## src/rtl/shift_add_multiplier.sv

```systemverilog
// shift_add_multiplier: sequential unsigned N x N -> 2N multiplier. Each BUSY cycle
// shifts the multiplicand left, shifts the multiplier right, and adds when the multiplier LSB is set.
module shift_add_multiplier #(
  parameter int N = 8
) (
  input  logic           clk,
  input  logic           rst,
  input  logic           start,
  input  logic [N-1:0]   a,
  input  logic [N-1:0]   b,
  output logic           ready,
  output logic           busy,
  output logic           done,
  output logic [2*N-1:0] product
);
  localparam int CW = $clog2(N + 1);
  typedef enum logic {IDLE, BUSY} state_t;
  state_t state, state_nx;
  logic [2*N-1:0] mcand, acc, sum;
  logic [N-1:0] mplier;
  logic [CW-1:0] cnt;
  logic last;
  assign last = (state == BUSY) && (cnt == CW'(N - 1));
  // The final product is taken from sum so the last iteration's add is included.
  assign sum = mplier[0] ? acc + mcand : acc;
  assign ready = (state == IDLE);
  assign busy = ~ready;
  always_comb begin
    state_nx = state;
    if (state == IDLE && start) state_nx = BUSY;
    else if (last) state_nx = IDLE;
  end
  always_ff @(posedge clk or posedge rst)
    if (rst) state <= IDLE;
    else state <= state_nx;
  always_ff @(posedge clk or posedge rst) begin
    if (rst) begin
      mcand   <= '0;
      mplier  <= '0;
      acc     <= '0;
      cnt     <= '0;
      done    <= 1'b0;
      product <= '0;
    end else begin
      done <= last;
      if (state == IDLE && start) begin
        mcand  <= {{N{1'b0}}, a};
        mplier <= b;
        acc    <= '0;
        cnt    <= '0;
      end else if (state == BUSY) begin
        acc    <= sum;
        mcand  <= mcand << 1;
        mplier <= mplier >> 1;
        cnt    <= cnt + 1'b1;
        if (last) product <= sum;
      end
    end
  end
endmodule

```

## config.mk

```make
export PLATFORM = sky130hd
export DESIGN_NAME = shift_add_multiplier
export DESIGN_NICKNAME = d
export VERILOG_FILES = /design/src/rtl/shift_add_multiplier.sv
export SDC_FILE = /design/constraint.sdc
export NUM_CORES = 1
export LEC_CHECK = 0
export BUFFER_PORTS_ARGS = -buffer_cell sky130_fd_sc_hd__buf_4
export CAP_MARGIN = 40
export CORE_MARGIN = 2
export CORE_UTILIZATION = 58
export DETAILED_ROUTE_END_ITERATION = 16
export GPL_TIMING_DRIVEN = 0
export PLACE_DENSITY_LB_ADDON = 0.12
export REMOVE_ABC_BUFFERS = 1
export SYNTH_ARGS = -nofsm -noshare
export SYNTH_HDL_FRONTEND = slang
export SYNTH_SLANG_ARGS = --single-unit
```

## constraint.sdc

```tcl
create_clock -name clk -period 3.7 [get_ports clk]
set_clock_uncertainty 0.1 [all_clocks]
set_input_delay 0.185 -clock clk [delete_from_list [all_inputs] [get_ports clk]]
set_output_delay 0.185 -clock clk [all_outputs]
set_load 0.02 [all_outputs]
```

==> metrics.yaml <==
syn_to_final_growth_pct: 20.0
seq_area_frac_synth: 0.462
path_clk_slew_ns: 0.07
initial_utilization: 0.606
core_sq_um: 5540
slew_violations: 0
synth-seq-cells: 62
start_kind: "register"
avgRoutedWirePerCell_um: 16.1
tightest_slew_ns: 0.857
vias_per_cell: 5.90
vias: 2657
slew_headroom: 0.427
place_area_sq_um: 3770
setup_violations: 0
antenna_cells: 0
grt_pass1_vias: 2555
cp.arrival_ns: 3.07
num-fill-cells: 422
async_flop_share: 1.00
drc_errors: 0
setup.worst_path.end_class: "register"
portBuffers: 37
ioPinCount: 38
dieArea_sq_um: 6410
dp_hpwl_um: 5040
cts.path.max_buffers: 2
worstHoldPathCells: 3
p_leak_nw: 1.91
root_buffer: "clkbuf_8"
synth_area_sq_um: 3360
synth_warnings: 0
cp_max_fo: 3
grt_usage: 0.251
postRouteAntennaNets: 0
cts_tree: "yes"
drt-initial-drc-count: 129
timing.final.ws_setup_ns: 0.757
clk_latency_ns: 0.34
overflow: 0
fp-row-count: 27
pre_cts_slack_ns: 0.822
power_density_nw_per_um2: 838
numCtsBuffers: 9
critPathKind: "reg -> reg"
synthCells: 334
post-route-period-util: 0.795
grt_max_degree: 28
synth_area_per_cell_sq_um: 10.1
die_h_um: 80.1
rr_worst_depth: 8
place.gp.congestion: 0.868
ir_drop_uv: 501
fmax_ghz: 0.340
antenna_found_initial: 0
cap_violations: 0
ctsResizeCount: 0
final_cell_area_sq_um: 4030
cts_sinks: 62
die_w_um: 80.1
required_ns: 3.83
htree_levels: 3
hp-class: "in -> reg"
nNetsFinal: 409
grt_pass1_wl_um: 12300
cts_hold_buf: 3
layout_min_cycle_time_ns: 2.94
hold_viol: 0
first_pass_iters: 4
ys.flop_type: "dfrtp_1"
synth_top_cell_area_share: 0.462
status: "complete, no violations"
wl_um: 7250
synth_cell_types: 45
netlist_top_cells_area: "dfrtp_1 (46%), mux2i_1 (8.3%), o21ai_0 (6.6%), ha_1 (6.0%), nand2_1 (4.7%)"
yosys-top-cells-count: "dfrtp_1 (62), o21ai_0 (44), nand2_1 (42), mux2i_1 (28), a21oi_1 (19)"
post_cts_buffers: 0
synth_edf_count: 0
drive_above_1_share: 0.172
rsz0062_at_grt: "false"
synth_most_common_cell: "dfrtp_1"
yosys.area.top_type: "dfrtp_1"
==> layer usage <==
metal	global-route usage	routed length (um)	vias up	part of all wire
met1	0.341	3450	1289	0.48
met3	0.0461	345	9	0.048
met5	0	0	-	0
met4	0.117	104	0	0.014
li1	-	-	1298	-
met2	0.390	3350	61	0.46
==> cell type report <==
cell class                 instances  area, sq um  area share
inverter                           8         30.0     0.00745
timing repair buffer              46          425       0.106
sequential                        62         1550       0.385
multi-input combinational        246         1700       0.422
tap                               72         90.1      0.0224
clock inverter                     3         65.1      0.0161
clock buffer                      13          169      0.0419
==> per-stage QoR <==
| stage | utilization | power [W] | setup TNS [ns] | cells | hold WS [ns] |
|---|---|---|---|---|---|
| 6_report | 0.727 | 0.00338 | 0 | 450 | 0.0359 |
| 5_1_grt | 0.727 | 0.00360 | 0 | 450 | 0.0511 |
| 4_1_cts | 0.727 | 0.00338 | 0 | 450 | 0.0277 |
| 3_5_place_dp | 0.680 | 0.00267 | 0 | 431 | 0.0757 |
| 3_3_place_gp | 0.659 | 0.00254 | -1.33 | 425 | 0.332 |
| 2_1_floorplan | - | 0.00215 | 0 | 316 | 0.241 |
==> worst max-delay path, stage by stage, from the launching register on <==
cell,delay (ns)
dfrtp_1,0.41
ha_1,0.26
fa_1,0.43
a21o_1,0.21
a311o_2,0.43
a31oi_1,0.28
o21ai_0,0.25
mux2i_1,0.18
a211o_1,0.28
==> layout by cell type (no fill, tap or decap), types with 6 or more instances in the layout <==
cell type  instances
nand2_1           42
nor2_1             6
xnor2_1           10
ha_1              16
nand3_1            9
buf_4             38
a21oi_1           19
a22o_1            15
o21ai_0           44
mux2i_1           28
clkbuf_8          12
dfrtp_1           62
nor3b_1            6
==> worst paths after layout <==
| path | start | endpoint | slack, ns |
|---|---|---|---|
| setup reg to reg | mcand[0] | product[14] | 0.76 |
| hold / removal | a[7] | mcand[7] | 0.04 |
| hold reg to reg | mplier[5] | mplier[4] | 0.38 |
| min in group asynchronous | rst | product[14] | 0.28 |
| max in group asynchronous | rst | acc[9] | 2.57 |
| setup / recovery | mcand[0] | product[14] | 0.76 |
==> where the power goes <==
group	switching, W	total (W)	internal, W
registers	0.000243	0.00118	0.000937
logic	0.000846	0.00151	0.000661
clock network	0.000257	0.000690	0.000434
==> flip-flops by register name, summed over array words and instances (netlist names) <==
name     count
acc         16
mcand       16
product     16
mplier       8
cnt          4
busy         1
done         1
==> cells by family (layout without fill, tap and decap cells) <==
| logic type | Yosys count | count (layout) | synth area share |
|---|---|---|---|
| fa+ha+maj | 17 | 17 | 0.0656 |
| compound gates | 109 | 109 | 0.211 |
| mux | 28 | 28 | 0.0835 |
| simple gates | 79 | 79 | 0.113 |
| flops | 62 | 62 | 0.462 |
| xor+xnor | 13 | 13 | 0.0339 |
| buf+inv | 26 | 70 | 0.0320 |
Power figures use the tool's default switching activity.
